File: src/rtl/uart_pkg.sv
`default_nettype none
// +------------------------------------------------------------------+
// | uart_pkg : shared types, encodings and helpers for the UART path |
// | Revision : 1.0                                                    |
// +------------------------------------------------------------------+
package uart_pkg;

  typedef enum logic [2:0] {
    IDLE   = 3'd0,
    START  = 3'd1,
    DATA   = 3'd2,
    PARITY = 3'd3,
    STOP   = 3'd4
  } tx_state_t;

  localparam int OVERSAMPLE_DEFAULT = 16;

  localparam logic [1:0] WLS_5 = 2'b00;
  localparam logic [1:0] WLS_6 = 2'b01;
  localparam logic [1:0] WLS_7 = 2'b10;
  localparam logic [1:0] WLS_8 = 2'b11;

  function automatic logic [3:0] data_bits(input logic [1:0] wls);
    case (wls)
      WLS_5:   return 4'd5;
      WLS_6:   return 4'd6;
      WLS_7:   return 4'd7;
      WLS_8:   return 4'd8;
      default: return 4'd8;
    endcase
  endfunction

  // Total stop-phase length in baud ticks: 1, 1.5 (5-bit words only) or 2 bits.
  function automatic int unsigned stop_ticks(input logic stb, input logic [1:0] wls,
                                             input int unsigned oversample);
    if (!stb)
      return oversample;
    if (wls == WLS_5)
      return oversample + oversample / 2;
    return 2 * oversample;
  endfunction

endpackage
`default_nettype wire

File: src/rtl/uart_bit_timer.sv
`default_nettype none
// +------------------------------------------------------------------+
// | uart_bit_timer : baud-tick counter with programmable bit length   |
// | Revision : 1.0                                                    |
// +------------------------------------------------------------------+
module uart_bit_timer #(
  parameter int CNT_W = 5
) (
  input  logic             clk,
  input  logic             rst,
  input  logic             clear,
  input  logic             tick,
  input  logic [CNT_W-1:0] terminal,
  output logic             bit_done
);

  logic [CNT_W-1:0] cnt;

  // Fires on the tick that would make the count reach the terminal value.
  assign bit_done = tick && ((cnt + CNT_W'(1)) == terminal);

  always_ff @(posedge clk or posedge rst) begin
    if (rst)
      cnt <= '0;
    else if (clear || bit_done)
      cnt <= '0;
    else if (tick)
      cnt <= cnt + CNT_W'(1);
  end

endmodule
`default_nettype wire

File: src/rtl/uart_tx_ctrl.sv
`default_nettype none
// +------------------------------------------------------------------+
// | uart_tx_ctrl : UART16550 transmit sequencer (FIFO -> serial pin)  |
// | Revision : 1.0                                                    |
// +------------------------------------------------------------------+
module uart_tx_ctrl
  import uart_pkg::*;
#(
  parameter int OVERSAMPLE = OVERSAMPLE_DEFAULT,
  parameter int CNT_W      = 5
) (
  input  logic       clk,
  input  logic       rst,
  input  logic       en,
  input  logic       baud_pulse,
  input  logic       fifo_empty,
  input  logic [7:0] fifo_dout,
  output logic       fifo_pop,
  input  logic [1:0] wls,
  input  logic       stb,
  input  logic       pen,
  input  logic       eps,
  input  logic       sp,
  input  logic       brk,
  output logic       tx,
  output logic       busy,
  output logic       temt
);

  localparam int unsigned    OS_U      = OVERSAMPLE;
  localparam logic [CNT_W-1:0] TERM_BIT  = CNT_W'(OVERSAMPLE);
  localparam logic [CNT_W-1:0] TERM_HALF = CNT_W'(OVERSAMPLE + OVERSAMPLE / 2);

  tx_state_t  state, state_nxt;
  logic [7:0] shift, shift_nxt;
  logic [2:0] bit_cnt, bit_cnt_nxt;
  logic [1:0] cfg_wls;
  logic       cfg_stb, cfg_pen, par_bit;
  logic       load, bit_done, tx_nxt, par_load;
  logic       stop_half, stop_two;
  logic [7:0] data_mask;
  logic [CNT_W-1:0] terminal;

  // Parity is resolved once at load time from the bits that will actually be sent.
  assign data_mask = 8'hFF >> (2'd3 - wls);
  assign par_load  = sp  ? ~eps
                   : eps ? ^(fifo_dout & data_mask) : ~^(fifo_dout & data_mask);

  assign stop_half = (stop_ticks(cfg_stb, cfg_wls, OS_U) == OS_U + OS_U / 2);
  assign stop_two  = (stop_ticks(cfg_stb, cfg_wls, OS_U) == 2 * OS_U);
  assign terminal  = (state == STOP && stop_half) ? TERM_HALF : TERM_BIT;

  uart_bit_timer #(
    .CNT_W(CNT_W)
  ) u_bit_timer (
    .clk      (clk),
    .rst      (rst),
    .clear    (load),
    .tick     (baud_pulse && (state != IDLE)),
    .terminal (terminal),
    .bit_done (bit_done)
  );

  always_comb begin
    state_nxt   = state;
    shift_nxt   = shift;
    bit_cnt_nxt = bit_cnt;
    load        = 1'b0;
    case (state)
      IDLE: begin
        if (en && !fifo_empty) begin
          load      = 1'b1;
          state_nxt = START;
        end
      end
      START: begin
        if (bit_done) begin
          state_nxt   = DATA;
          bit_cnt_nxt = 3'd0;
        end
      end
      DATA: begin
        if (bit_done) begin
          shift_nxt = shift >> 1;
          if ({1'b0, bit_cnt} == data_bits(cfg_wls) - 4'd1) begin
            state_nxt   = cfg_pen ? PARITY : STOP;
            bit_cnt_nxt = 3'd0;
          end else begin
            bit_cnt_nxt = bit_cnt + 3'd1;
          end
        end
      end
      PARITY: begin
        if (bit_done) begin
          state_nxt   = STOP;
          bit_cnt_nxt = 3'd0;
        end
      end
      STOP: begin
        // Two stop bits run as two full bit periods; 1.5 uses one long period.
        if (bit_done) begin
          if (stop_two && bit_cnt == 3'd0) begin
            bit_cnt_nxt = 3'd1;
          end else if (en && !fifo_empty) begin
            load      = 1'b1;
            state_nxt = START;
          end else begin
            state_nxt = IDLE;
          end
        end
      end
      default: state_nxt = IDLE;
    endcase
    if (load) begin
      shift_nxt   = fifo_dout;
      bit_cnt_nxt = 3'd0;
    end
  end

  always_comb begin
    tx_nxt = 1'b1;
    case (state_nxt)
      START:   tx_nxt = 1'b0;
      DATA:    tx_nxt = shift_nxt[0];
      PARITY:  tx_nxt = par_bit;
      default: tx_nxt = 1'b1;
    endcase
  end

  always_ff @(posedge clk or posedge rst) begin
    if (rst) begin
      state   <= IDLE;
      shift   <= 8'd0;
      bit_cnt <= 3'd0;
      cfg_wls <= WLS_5;
      cfg_stb <= 1'b0;
      cfg_pen <= 1'b0;
      par_bit <= 1'b0;
      tx      <= 1'b1;
    end else begin
      state   <= state_nxt;
      shift   <= shift_nxt;
      bit_cnt <= bit_cnt_nxt;
      tx      <= brk ? 1'b0 : tx_nxt;
      if (load) begin
        cfg_wls <= wls;
        cfg_stb <= stb;
        cfg_pen <= pen;
        par_bit <= par_load;
      end
    end
  end

  assign fifo_pop = load;
  assign busy     = (state != IDLE);
  assign temt     = (state == IDLE) && fifo_empty;

endmodule
`default_nettype wire

File: config.mk
export PLATFORM = sky130hd
export DESIGN_NAME = uart_tx_ctrl
export DESIGN_NICKNAME = d
export VERILOG_FILES = /design/src/rtl/uart_pkg.sv /design/src/rtl/uart_bit_timer.sv /design/src/rtl/uart_tx_ctrl.sv
export SDC_FILE = /design/constraint.sdc
export NUM_CORES = 1
export LEC_CHECK = 0
export ABC_CLOCK_PERIOD_IN_PS = 2700
export CAP_MARGIN = 20
export CELL_PAD_IN_SITES_DETAIL_PLACEMENT = 2
export CELL_PAD_IN_SITES_GLOBAL_PLACEMENT = 2
export CORE_UTILIZATION = 33
export CTS_CLUSTER_SIZE = 16
export DETAILED_ROUTE_END_ITERATION = 16
export GPL_TIMING_DRIVEN = 0
export PLACE_DENSITY = 0.77
export SLEW_MARGIN = 25
export SYNTH_ARGS = -nofsm -noshare
export SYNTH_HDL_FRONTEND = slang
export SYNTH_SLANG_ARGS = --single-unit
export TNS_END_PERCENT = 1
File: constraint.sdc
create_clock -name clk -period 2.7 [get_ports clk]
set_clock_uncertainty 0.2 [all_clocks]
set_input_delay 0.27 -clock clk [delete_from_list [all_inputs] [get_ports clk]]
set_output_delay 0.27 -clock clk [all_outputs]
set_load 0.02 [all_outputs]
-- After elaboration in Yosys (flattened, before gate mapping)
Index checks and enable logic that the tools add are counted.
Widths: inputs -> output; s select.
- $add $sub $neg: 4
- equality and inequality tests: 18
- shift-type cells: 1
- multiplexer cells: 40
- bitwise logic cells: 2
- reduce and logical (&&, ||, !) cells: 21
- operators with widths (kind ; count):
    $mux 32 ; 3
    $mux 3 ; 14
    $eq 32x5->1 const B ; 1
    $eq 32x6->1 const B ; 1
    $mux 8 ; 3
    $pmux 4 s4 ; 1
    $mux 5 ; 3
    $pmux 3 s5 ; 1
    $eq 3x2->1 const B ; 4
    $mux 4 ; 3
    $ne 3x1->1 const B ; 4
    $mux 1 ; 9
    $pmux 3 s3 ; 1
    $and 8x8->8 ; 1
    $reduce_xnor 8->1 ; 1
    $reduce_xor 8->1 ; 1
    $shr 8x2->8 const A ; 1
    $eq 3x1->1 const B ; 2
    $logic_and 1x1->1 ; 6
    $logic_not 3->1 ; 2
    $reduce_bool 2->1 ; 3
    $add 5x1->5 const B ; 1
    $eq 5x5->1 ; 1
    $reduce_and 5->1 ; 1
    17 further kinds ; 18
- register bits: 25
- bits of input ports: 20
- word-level logic and storage cells: 96

-- Logic depth before layout (Yosys ltp)
- word-level depth: 20
- mapped depth: 9

-- Cells and area by module
From an unflattened synthesis, not the netlist that was laid out.
- cell total of the unflattened synthesis: 165
- area, all modules: 1604.0 um2
- by module, submodules not included (module ; times used ; cells each ; area each (um2)):
    uart_tx_ctrl ; 1 ; 127 ; 1218.7
    uart_bit_timer ; 1 ; 38 ; 385.4

-- Worst setup path before layout
OpenSTA, ideal clock, no wires.
- path type: reg2reg
- start: register u_bit_timer.cnt[0]
- end: register cfg_pen
- library setup time: 125 ps
- arrival time: 2046 ps
- required time: 2375 ps
- slack: 329 ps
- cell stages (with the launch flop): 7
- path buffers: 1
- period minus slack after synthesis: 2371 ps
- cell sequence: dfrtp_1 -> ha_1 -> and4b_1 -> o311a_1 -> a31oi_4 -> buf_6 -> mux2_4
- longest elaborated chain between the ends: 5
- ends and longest elaborated chain (element ; line ; source):
    start, declared ; uart_bit_timer.sv:17 ; logic [CNT_W-1:0] cnt;
    start signal, assigned ; uart_bit_timer.sv:28 ; cnt <= cnt + CNT_W'(1);
    $add 5x1->5 ; uart_bit_timer.sv:20 ; assign bit_done = tick && ((cnt + CNT_W'(1)) == terminal);
    $eq 5x5->1 ; uart_bit_timer.sv:20 ;
    $logic_and 1x1->1 ; uart_bit_timer.sv:20 ;
    $mux 1 ; uart_tx_ctrl.sv:101 ; if (bit_done) begin
    $pmux 1 s2 ; uart_tx_ctrl.sv:69 ; case (state)
    end signal, assigned ; uart_tx_ctrl.sv:148 ; cfg_pen <= pen;
    end, declared ; uart_tx_ctrl.sv:38 ; logic cfg_stb, cfg_pen, par_bit;
Every way passes these cells.
A chain may end at the register's enable or synchronous reset.

-- Final worst setup path
- start: register state[0]
- end: output fifo_pop
- longest elaborated chain between the ends: 7
- ends and longest elaborated chain (element ; line ; source):
    start, declared ; uart_tx_ctrl.sv:34 ; tx_state_t state, state_nxt;
    start signal, assigned ; uart_tx_ctrl.sv:141 ; state <= state_nxt;
    $eq 3x3->1 ; uart_tx_ctrl.sv:51, uart_tx_ctrl.sv:69 ;
    $logic_and 1x1->1 ; uart_tx_ctrl.sv:51 ; assign terminal = (state == STOP && stop_half) ? TERM_HALF : TERM_BIT;
    $mux 4 ; uart_tx_ctrl.sv:51 ;
    $eq 5x5->1 ; uart_bit_timer.sv:20 ;
    $logic_and 1x1->1 ; uart_bit_timer.sv:20 ;
    $mux 1 ; uart_tx_ctrl.sv:101 ;
    $pmux 1 s2 (*) ; uart_tx_ctrl.sv:69 ;
    end, declared ; uart_tx_ctrl.sv:18 ; output logic fifo_pop,
Mark *: on every way between the ends. The rest lies on a longest branch, timed or not.

==> metrics.cfg <==
[run_status]
run_status = finished clean

[timing]
setup_viol = 0
rsz0062_at_grt = no
drv_slew = 0
max_freq_mhz = 383
setup_tns_ns = 0
period_share_pct = 96.6
whs_ns = 0.168
worst_pin_slew_ns = 0.575
period_needed_ns = 2.61
max_slew_margin_pct = 61.6
hold_viol_final = 0

[layout]
area_growth_pct = 26.0
drive_above_1_share_pct = 16.2
layout_commonest_cell = dfrtp_1
final_cell_mix = 24 x dfrtp_1, 22 x clkdlybuf4s50_1, 13 x nand2_1, 13 x nor2_1, 10 x inv_1
regArea_um2 = 627
final_area_um2 = 2110
fillers = 523
final_util_pct = 44.0
n_antenna_cell = 0
multi_input_area_um2 = 1010
nets = 225

[critical_path]
worst-path-buf-inv = 4
crit_family = simple AND/OR/NAND/NOR gates
crit_path_max_fanout = 10
worst_path_largest_cell_delay_ns = 0.46
critPathKind = flop to output pin
worstPathRequired_ns = 2.23
cp_cell_sequence = buf_4, or3b_4, nor4b_4, a31oi_4, buf_6, inv_4, buf_6
cpMostUsedCell = buf_6
timing.reg2reg.setup_slack_ns = 0.21
critPathCaptureType = output pin
cpMaxStageDelayCell = or3b_4
start_kind = flop
cp_data_arrival_time_ns = 2.14

[synth]
synth_fa_ha_area_share_pct = 4.49
syn_area_per_cell_um2 = 10.0
synthSimpleGateAreaFrac_pct = 23.8
synth_top_area_share_pct = 35.9
syn-cell-area_um2 = 1670
synthesis.nets = 193
async_flop_share_pct = 100
yosysWarnings = 0
synth_top_family_by_area = simple AND/OR/NAND/NOR gates
synth_compound_area_share_pct = 16.8
synth_area_leaders = dfrtp_1 36%, ha_1 4.5%, xnor2_1 3.7%
synth_area_leader_cell = dfrtp_1
synth_mux_area_share_pct = 3.59
yosysSeqAreaShare_pct = 37.5
syn_inst = 167
ys_types = 50
ys.flop_type = dfrtp_1
synthXorXnorAreaFrac_pct = 9.72
synth-edff-count = 0
ys_ff_latch = 25

[place]
place.detailed.hpwl_mm = 3.39
port_buffers = 23
finalWeightedCongestion = 0.731
placed_area_um2 = 1990

[routing]
avgRoutedWirePerCell_um = 17.0
vias = 1373
drcViolationCount = 0
drt_first_pass_iters = 4
wl_mm = 4.49
ant_nets = 0
vias_per_cell = 5.18
drtIter0Drc = 53

[global_routing]
grt_pass1_vias = 1484
gr-usage-all-layers_pct = 18.8
grt_overflow = 0
grt_use_met2_pct = 35.3
grt_pass1_wl_mm = 7.53
antenna_found_initial = 0
gr-usage-met1_pct = 22.4
grt_max_degree = 26
top_usage_layer = met2
grt_util_met3_pct = 2.07

[power]
ir_drop_v = 0.000329
leakagePower_nw = 0.918
switching_share_pct = 39.8
p_clk_share_pct = 14.2
p_per_area_nw_per_um2 = 788
p_int_mw = 1.00
switching_power_uw = 661
combPwrFrac_pct = 45.8
p_seq_share_pct = 40.0

[clock_tree]
clk_pin_slew_worst_paths_ns = 0.09
hold_buffers = 0
cts_buffers = 3
clock_latency_ns = 0.28
clock_sinks = 25
cts-root-buf = clkbuf_8
cts_tree = done
cts_max_level = 1
clock_path_buffers = 2

[job]
cap_violations = 0

[floorplan]
initial_core_util_pct = 35.0
die-area_um2 = 5360
ios = 24
die_w_um = 73.2
core_area_um2 = 4790
fp.dieH_um = 73.2
fp-row-count = 25

[hold_path]
worstHoldPathType = input port to asynchronous set/reset pin

state kept, by name, summed over array words and instances, names as in the netlist:
signal	cells
state	3
shift	8
par_bit	1
bit_cnt	3
cfg_stb	1
cfg_wls	2
cfg_pen	1
tx	1
u_bit_timer.cnt	5
cell families after synthesis:
kind of cell / Yosys count
adder cells (fa/ha/maj): 6
AO/OA/AOI/OAI: 37
buffers and inverters: 15
AND/OR/NAND/NOR: 66
flip-flops: 25
XOR/XNOR: 14
multiplexers: 4
what timing repair did:
action                                  in CTS  in global routing
cloned                                       0                  0
endpoints found under the setup margin       5                  1
setup buffers                                4                  0
pin swaps                                    3                  1
gates resized for setup                     14                  0
worst paths after layout:
kind | start | to | cells after the start
hold reg to reg | cfg_wls[0] | cfg_wls[0] | 1
min in group clk | cfg_wls[0] | cfg_wls[0] | 1
max in group asynchronous | rst | shift[0] | 2
setup / recovery | state[0] | fifo_pop | 7
setup reg to reg | state[0] | shift[6] | 7
hold / removal | rst | u_bit_timer.cnt[3] | 2
per-layer routing:
metal | share of wire [%] | up-vias
met5 | 0 | -
li1 | - | 656
met1 | 43 | 691
met2 | 53 | 21
met3 | 2.3 | 5
met4 | 1.1 | 0
cell usage after synthesis, types with 5 or more instances:
cell type and instances:
nor2b_1 6, nor2_1 13, a221o_1 6, xnor2_1 7, dfrtp_1 24, o21ai_0 7
nand2_1 13, ha_1 6, nand3_1 6, a21oi_1 9, nand2b_1 5, inv_1 11
through the flow:
stage	worst slack, ns	power [mW]	cells
floorplan	0.329	1.16	167
global placement	-0.363	1.32	257
detailed placement	-0.461	1.38	257
CTS	0.0228	1.68	265
global route	0.0251	1.79	265
finish	0.0914	1.66	265
cell type report:
type                    instances  area share [%]
plain buffers                   3            1.25
flip-flops and latches         25            29.8
clock inverters                 1           0.238
repair buffers                 27            12.4
multi-input cells             127            48.2
well taps                      67            3.98
inverters                      12            2.26
clock buffers                   3            1.96
power by group through the flow:
stage	logic (mW)	clock network [mW]	registers (mW)
2_1_floorplan	0.527	0	0.628
3_3_place_gp	0.668	0	0.655
3_5_place_dp	0.707	0	0.669
4_1_cts	0.774	0.240	0.664
5_1_grt	0.851	0.252	0.686
6_report	0.761	0.235	0.665
Power figures use the tool's default switching activity.
